===== src/rtl/prefetcher_pkg.sv =====
// Shared definitions for the prefetcher blocks: queue opcodes, framing error
// codes and AXI response encodings.
package prefetcher_pkg;

    // Opcodes understood by the prefetcher data-queue arbiter.
    localparam logic [2:0] OP_NOP              = 3'd0;
    localparam logic [2:0] OP_RD_REQ_PREF      = 3'd1;
    localparam logic [2:0] OP_RD_REQ_MASTER    = 3'd2;
    localparam logic [2:0] OP_RD_DATA_SLAVE    = 3'd3;
    localparam logic [2:0] OP_RD_DATA_PROMISE  = 3'd4;

    // Burst framing check outcome for one delivered beat.
    typedef enum logic [1:0] {
        ERR_NONE          = 2'd0,
        ERR_LAST_UNEXPECT = 2'd1,  // rlast seen before the final beat index
        ERR_LAST_MISSING  = 2'd2   // final beat index reached without rlast
    } frame_err_e;

    // AXI read response encodings.
    localparam logic [1:0] RRESP_OKAY = 2'b00;

endpackage


===== src/rtl/r_skid_buffer.sv =====
// Generic 2-entry valid/ready buffer. Writes land in the entry at wr_ptr,
// reads present the entry at rd_ptr; both pointers are one bit wide and the
// occupancy is tracked explicitly so full and empty are unambiguous.
module r_skid_buffer #(
    parameter int WIDTH = 8
) (
    input  logic             clk,
    input  logic             resetN,
    input  logic             wr_en,
    input  logic [WIDTH-1:0] wr_data,
    input  logic             rd_en,
    output logic [WIDTH-1:0] rd_data,
    output logic             valid,
    output logic [1:0]       count
);

    logic [WIDTH-1:0] mem [2];
    logic             wr_ptr;
    logic             rd_ptr;
    logic             do_wr;
    logic             do_rd;

    assign valid = (count != 2'd0);
    assign do_wr = wr_en & (count != 2'd2);
    assign do_rd = rd_en & valid;

    // Empty buffer reads as zero so downstream data is clean while idle.
    assign rd_data = valid ? mem[rd_ptr] : '0;

    // Storage, pointers and occupancy; simultaneous write and read keeps occupancy.
    always_ff @(posedge clk or negedge resetN) begin
        if (!resetN) begin
            // NOTE: the two storage entries are reset too; a reset must discard
            // buffered beats, and at two entries the reset cost is negligible.
            mem[0] <= '0;
            mem[1] <= '0;
            wr_ptr <= 1'b0;
            rd_ptr <= 1'b0;
            count  <= 2'd0;
        end else begin
            // NOTE: non-blocking assignments so every register samples the
            // pre-edge values, independent of statement order.
            if (do_wr) begin
                mem[wr_ptr] <= wr_data;
                wr_ptr      <= ~wr_ptr;
            end
            if (do_rd) begin
                rd_ptr <= ~rd_ptr;
            end
            case ({do_wr, do_rd})
                2'b10:   count <= count + 2'd1;
                2'b01:   count <= count - 2'd1;
                default: count <= count;
            endcase
        end
    end

endmodule


===== src/rtl/prefetch_r_responder.sv =====
// Pops ready blocks out of the prefetcher data queue (readDataPromise), holds
// them in a 2-entry skid buffer and drives them onto the AXI R channel with
// full rready backpressure. Also checks burst framing and counts beats/bursts.
module prefetch_r_responder
    import prefetcher_pkg::*;
#(
    parameter int LOG_BLOCK_DATA_BYTES = 6,
    parameter int BURST_LEN_WIDTH      = 8,
    parameter int ID_WIDTH             = 6,
    parameter int CNT_WIDTH            = 16,
    localparam int DATA_BITS           = (1 << LOG_BLOCK_DATA_BYTES) * 8
) (
    input  logic                       clk,
    input  logic                       resetN,
    input  logic                       q_valid,
    input  logic [DATA_BITS-1:0]       q_data,
    input  logic                       q_last,
    output logic                       q_pop,
    input  logic                       q_popGrant,
    input  logic [BURST_LEN_WIDTH-1:0] crs_burstLen,
    input  logic [ID_WIDTH-1:0]        crs_rid,
    output logic                       m_rvalid,
    output logic [DATA_BITS-1:0]       m_rdata,
    output logic                       m_rlast,
    output logic [ID_WIDTH-1:0]        m_rid,
    output logic [1:0]                 m_rresp,
    input  logic                       m_rready,
    output logic [CNT_WIDTH-1:0]       beatCnt,
    output logic [CNT_WIDTH-1:0]       burstCnt,
    output logic                       lastErr,
    output logic                       busy
);

    logic [1:0]                 occupancy;
    logic                       buf_valid;
    logic [DATA_BITS:0]         buf_out;
    logic                       capture;
    logic                       r_fire;
    logic [BURST_LEN_WIDTH-1:0] bic;
    logic [BURST_LEN_WIDTH-1:0] last_idx;
    frame_err_e                 frame_err;

    // Request a pop only when a grant could be absorbed even if the master
    // stalls this cycle, so a granted beat never has to be dropped.
    assign q_pop   = q_valid & (occupancy != 2'd2);
    assign capture = q_pop & q_popGrant;
    assign r_fire  = m_rvalid & m_rready;

    r_skid_buffer #(
        .WIDTH (DATA_BITS + 1)
    ) u_skid (
        .clk     (clk),
        .resetN  (resetN),
        .wr_en   (capture),
        .wr_data ({q_last, q_data}),
        .rd_en   (m_rready),
        .rd_data (buf_out),
        .valid   (buf_valid),
        .count   (occupancy)
    );

    assign m_rvalid = buf_valid;
    assign m_rlast  = buf_out[DATA_BITS];
    assign m_rdata  = buf_out[DATA_BITS-1:0];
    assign m_rid    = buf_valid ? crs_rid : '0;
    assign m_rresp  = RRESP_OKAY;
    assign busy     = buf_valid | (bic != '0);

    // A burst length of zero behaves as a single-beat burst.
    assign last_idx = (crs_burstLen == '0) ? '0 : crs_burstLen - BURST_LEN_WIDTH'(1);

    // Classify the beat at the head of the buffer against the expected framing.
    always_comb begin
        // NOTE: default first so every path assigns frame_err and no latch forms.
        frame_err = ERR_NONE;
        if (m_rlast && (bic != last_idx)) begin
            frame_err = ERR_LAST_UNEXPECT;
        end else if (!m_rlast && (bic == last_idx)) begin
            frame_err = ERR_LAST_MISSING;
        end
    end

    // Beat-in-burst tracking, statistics and the sticky framing error, all
    // updated on each R handshake.
    always_ff @(posedge clk or negedge resetN) begin
        if (!resetN) begin
            bic      <= '0;
            beatCnt  <= '0;
            burstCnt <= '0;
            lastErr  <= 1'b0;
        end else if (r_fire) begin
            beatCnt <= beatCnt + CNT_WIDTH'(1);
            if (m_rlast) begin
                burstCnt <= burstCnt + CNT_WIDTH'(1);
                bic      <= '0;
            end else begin
                bic <= bic + BURST_LEN_WIDTH'(1);
            end
            if (frame_err != ERR_NONE) begin
                lastErr <= 1'b1;
            end
        end
    end

endmodule


===== config.mk =====
export PLATFORM = sky130hd
export DESIGN_NAME = prefetch_r_responder
export DESIGN_NICKNAME = d
export VERILOG_FILES = /design/src/rtl/prefetcher_pkg.sv /design/src/rtl/r_skid_buffer.sv /design/src/rtl/prefetch_r_responder.sv
export SDC_FILE = /design/constraint.sdc
export NUM_CORES = 2
export LEC_CHECK = 0
export ABC_AREA = 1
export CAP_MARGIN = 0
export CORE_AREA = 2 2 421 423
export DETAILED_ROUTE_END_ITERATION = 10
export DIE_AREA = 0 0 423 425
export DONT_BUFFER_PORTS = 1
export SLEW_MARGIN = 20
export SYNTH_ARGS = -nofsm -noshare
export SYNTH_HDL_FRONTEND = slang
export SYNTH_HIERARCHICAL = 1
export SYNTH_SLANG_ARGS = --single-unit

===== constraint.sdc =====
create_clock -name clk -period 2.45 [get_ports clk]
set_clock_uncertainty 0.15 [all_clocks]
set_input_delay 0.735 -clock clk [delete_from_list [all_inputs] [get_ports clk]]
set_output_delay 0.735 -clock clk [all_outputs]
set_load 0.01 [all_outputs]

# Word level (Yosys, flattened, before mapping)
# Cells that the tools add are included.
# totals
regBits,1071
wordCells,56
# op_classes
addsub,6
order_cmp,3
n_eq_ne,5
mux,13
bitwise_logic,9
reduce_logical,11
# op_table
cell,n
$mux 513,5
$bwmux 1026,1
$demux 513 s1,1
$add 16x1->16 const B,2
$mux 8,2
$add 8x1->8 const B,1
$eq 8x8->1,1
$logic_not 8->1,1
$ne 8x8->1,1
$reduce_bool 8->1,1
$sub 8x1->8 const B,1
$mux 6,1
$reduce_bool 2->1,3
$and 1x1->1,4
$ge 2x2->1 const B,2
$mux 2,2
$not 1->2,2
$pmux 2 s2,1
$reduce_and 2->1,2
$logic_and 1x1->1,3
$add 2x1->2 const B,1
$eq 2x1->1 const B,1
$eq 2x2->1 const B,1
$lt 2x1->1 const B,1
5 further kinds,6

# Logic depth before layout (Yosys ltp)
# logic_depth
word_depth,11
ltp_mapped,16

# Cells and area by module
# Netlist, hierarchy kept.
# modules_own_cells
mod,n_inst,cells_each,area_per_inst_um2,seq_area_each_um2
r_skid_buffer,1,6299,49412.4,25774.7
prefetch_r_responder,1,295,2429.8,1026.0

# Worst setup path after synthesis
# Ideal clock, no wire load.
# synth_timing
path_kind,input -> register
from,input port q_valid
to,register u_skid.count[1]
setup_ns,0.117
arrival_time_ns,2.210
required_ns,2.183
setup_slack_ns,-0.027
path_stages,10
path_buffers,2
path_cell_list,a21boi_0 -> and2_1 -> buf_4 -> buf_2 -> nand2_1 -> ha_1 -> inv_1 -> nand3_1 -> nand2_1 -> nand2_1
# synth_via
elab_chain_len,5
elab_cells_between_ends,7
# synth_lines
item,line,rtl
start: declaration,prefetch_r_responder.sv:15,"input logic q_valid,"
$and 1x1->1 (*),prefetch_r_responder.sv:45,assign q_pop = q_valid & (occupancy != 2'd2);
$and 1x1->1 (*),prefetch_r_responder.sv:46,assign capture = q_pop & q_popGrant;
via capture,prefetch_r_responder.sv:37,logic capture;
$and 1x1->1 (*),r_skid_buffer.sv:24,assign do_wr = wr_en & (count != 2'd2);
$eq 2x1->1 / $eq 2x2->1 (equally long branches),r_skid_buffer.sv:50,"case ({do_wr, do_rd})"
$pmux 2 s2 / $reduce_bool 2->1 (equally long branches),n/a,
end signal: assignment,r_skid_buffer.sv:51,2'b10: count <= count + 2'd1;
end signal: assignment,r_skid_buffer.sv:52,2'b01: count <= count - 2'd1;
end signal: assignment,r_skid_buffer.sv:53,default: count <= count;
end: declaration,r_skid_buffer.sv:14,output logic [1:0] count
# Mark *: on every way through the listed nets, which the timed path passes. The rest lies on a longest branch.
# A chain may end at the register's enable or synchronous reset.

# Final worst setup path
# layout_timing
from,register u_skid.rd_ptr
to,output port m_rdata[151]
# layout_via
elab_chain_len,5
# layout_lines
item,line,rtl
start: declaration,r_skid_buffer.sv:19,logic rd_ptr;
start signal: assignment,r_skid_buffer.sv:48,rd_ptr <= ~rd_ptr;
$not 1->2 (not written as such),r_skid_buffer.sv:28,assign rd_data = valid ? mem[rd_ptr] : '0;
$mux 513 (not written as such) (3 in a row),r_skid_buffer.sv:28,
$mux 513,r_skid_buffer.sv:28,
end: declaration,prefetch_r_responder.sv:23,"output logic [DATA_BITS-1:0] m_rdata,"
# No other way between the ends. The select of a mux whose other input is x is not followed.

==> qor.csv <==
metric,value,unit
Seq pwr share,0.275,
FF-to-FF Start,u_skid/rd_ptr$_DFFE_PN0P_,
Max Fclk,299.4,MHz
GR Overflow Total,0,
first-pass GRT wire length,335.1,mm
Pleak,36.49,nW
final core occ,0.4309,
IO Port Bufs,0,
final setup TNS,-400.98,ns
Setup Viol. Count Final,534,
headroom to the max-slew limit,0.1625,
total track usage,0.2417,
Synth cell types,36,
Num CTS Buffers,131,
Cell Rows,154,
initial cell density of the core,0.2957,
WHS Path Cells,7,
Longest Clk Path Bufs,3,
share of layout cells above drive strength 1,0.2210,
CTS tree,done,
Via density,5.458,
Mean Syn Cell Area,7.862,µm²
largest net degree at the start of global routing,187,
Hold Crit Class,input port to flip-flop,
number of global-route vias before repair,49708,
DRT Wirelength,242.5,mm
max-slew violation count,0,
internal power,60.85,mW
Tmin final,3.340,ns
CTS sink cnt,1071,
unrepaired setup endpoints after global routing,yes,
die area,179800,µm²
design area,75550,µm²
slowest CP cell,dfrtp_4,
"FF+latch count, synth",1071,
Synth Flop Type,dfrtp_1,
"FFs w/ async S/R, synth",1.000,
worst slew pin tran,1.256,ns
"leading cell type in the layout, fill and taps excluded",nand2_1,
H-tree lvl count,4,
Final ANT Viol Nets,0,
I/O pin count,1089,
hold path endpoint,lastErr$_DFFE_PN0P_,
Worst-Skew Late Latency,0.80,ns
Crit path top cell by count,buf_12,
clock root buffer,clkbuf_16,
DRC marker count from the first detailed-route iteration,6686,
crit-path max FO,7,
reg2reg end,burstCnt[13]$_DFFE_PN0P_,
PD cells,1477,nW/µm²
antenna violations before repair,48,
final worst slack,-0.8905,ns
Die X,423,µm
P&R area growth vs syn,45.73,%
Max stage delay on crit path,0.52,ns
total power,111.6,mW
placed wire-length estimate,152.7,mm
Crit Path Category,flip-flop to output port,
WL/cell,24.31,µm
Setup crit end kind,output port,
"commonest non-fill, non-tap cells in the layout","nand2_1, dfrtp_1, nand4_1",
RD Place Congestion,0.9731,
sequential cell area fraction in the yosys report,0.5170,
Comb pwr share,0.550,
CP arrival,2.46,ns
Worst setup SP type,flip-flop,
first-pass detailed-route iteration total,7,
CP required,1.56,ns
Final Hold Viols,0,
Clk pwr share,0.175,
Max VDD drop,896.5,µV
DIE HEIGHT,425,µm
Synth Instances,6594,
outcome,"finished, violations left",
DP Area,58890,µm²
failing checks,negative setup slack,
switch share,0.4546,
Max Cap Viol,0,
Reg2Reg Depth,14,
total number of vias,54449,
worst-path cell chain,buf_12 > clkinv_16 > clkbuf_16 > buf_12 > buf_12 > buf_4 > nand2_1 > a21oi_4,
Post-synth EDFFs,0,
core area,175300,µm²
Clock transition at path regs,0.06,ns
hold_sp,crs_burstLen[7],
flop2flop setup slack,-0.22,ns
Final period util,1.363,
synthesized area,51840,µm²
Post-route DRC,0,
NetSw,50.72,mW
yosys warns,6,
nets,8024,
==> cells by family (layout without fill, tap and decap cells) <==
| kind of cell | count (synthesis) | in the layout | synth area share |
|---|---|---|---|
| and+or+nand+nor | 4273 | 4273 | 0.3632 |
| DFF | 1071 | 1071 | 0.5170 |
| buffers and inverters | 683 | 1675 | 0.06193 |
| AOI/OAI and AO/OA | 530 | 530 | 0.05129 |
| xor gates and xnor gates | 30 | 30 | 0.005068 |
| adders and majority gates | 6 | 6 | 0.001448 |
| other | 1 | 51 | 0.00007233 |
==> cell usage after synthesis (2+ instances only) <==
library cell,number,area (µm²)
ha_1,6,75.07
inv_2,4,15.01
nor2_1,23,86.33
clkbuf_1,196,735.7
nand3_1,25,125.1
nor3_1,4,20.02
a21oi_1,518,2592
inv_1,48,180.2
nor4_1,2,12.51
nand4_1,1036,6481
buf_2,346,1732
buf_4,8,60.06
buf_6,24,270.3
xor2_1,11,96.34
nor2_2,5,31.28
nor3_4,2,32.53
nand2_2,4,25.02
nor2_4,5,56.30
nand2_1,3160,11860
o21ai_0,9,45.04
xnor2_1,19,166.4
dfrtp_1,1071,26800
buf_1,55,206.5
==> metrics by stage <==
stage	std cells	setup WS, ns	hold slack (ns)
2_1_floorplan	6595	0.03683	0.2894
3_3_place_gp	9029	-0.3410	0.3029
3_5_place_dp	9029	-0.3250	0.3082
4_1_cts	9800	-0.9899	0.1656
5_1_grt	9954	-0.9583	0.2419
6_report	9976	-0.8905	0.2205
==> critical path: cells and delay by family (launching register included) <==
family,cells,cell delay (ns)
flip-flops,1,0.52
buffers and inverters,6,0.80
AO/OA/AOI/OAI,1,0.21
AND/OR/NAND/NOR,1,0.08
==> state kept, by name (all words and copies together), names as in the netlist <==
| register | flops |
|---|---|
| beatCnt | 16 |
| bic | 8 |
| burstCnt | 16 |
| lastErr | 1 |
| u_skid/count | 2 |
| u_skid/mem | 1026 |
| u_skid/rd_ptr | 1 |
| u_skid/wr_ptr | 1 |
==> final cells by class <==
class / count / area, µm²
clock inverters: 41 / 389.1
repair inverters: 1 / 16.27
well taps: 2340 / 2928
multi-input cells: 4841 / 25420
clock buffers: 193 / 3854
repair buffers: 1386 / 15760
fillers: 16784 / 99800
diodes: 49 / 122.6
flip-flops and latches: 1071 / 26810
inverters: 54 / 250.2
==> power groups by stage <==
stage               Combinational, mW  Sequential (mW)  Clock (mW)
floorplan                        25.3             28.9           0
global placement                 45.4             29.8           0
detailed placement               45.8             30.0           0
CTS                              48.8             29.8        19.8
global route                     64.5             31.6        20.5
finish                           61.4             30.7        19.5
==> layer usage <==
metal	wire length, µm	GRT usage
met1	95410	0.3181
met5	108	0
met4	14920	0.1266
met3	22480	0.05834
met2	109600	0.3680
==> worst max-delay path by stage <==
stage	from	end	depth (start not counted)
after floorplan	u_skid/count[0]$_DFFE_PN0P_	busy	7
after global placement	u_skid/rd_ptr$_DFFE_PN0P_	m_rdata[5]	6
after detailed placement	u_skid/rd_ptr$_DFFE_PN0P_	m_rdata[5]	6
after CTS	u_skid/rd_ptr$_DFFE_PN0P_	m_rdata[5]	6
after global routing	u_skid/rd_ptr$_DFFE_PN0P_	m_rdata[125]	8
final	u_skid/rd_ptr$_DFFE_PN0P_	m_rdata[151]	8
==> repair_timing <==
action	4_1_cts	5_1_grt
hold buffers	515	0
resized for setup	113	1016
endpoints found under the hold margin	1112	0
pin swaps	3	204
gates cloned	10	59
buffers inserted	13	76
endpoints found under the setup margin	526	543
(Power assumes the default switching activity.)
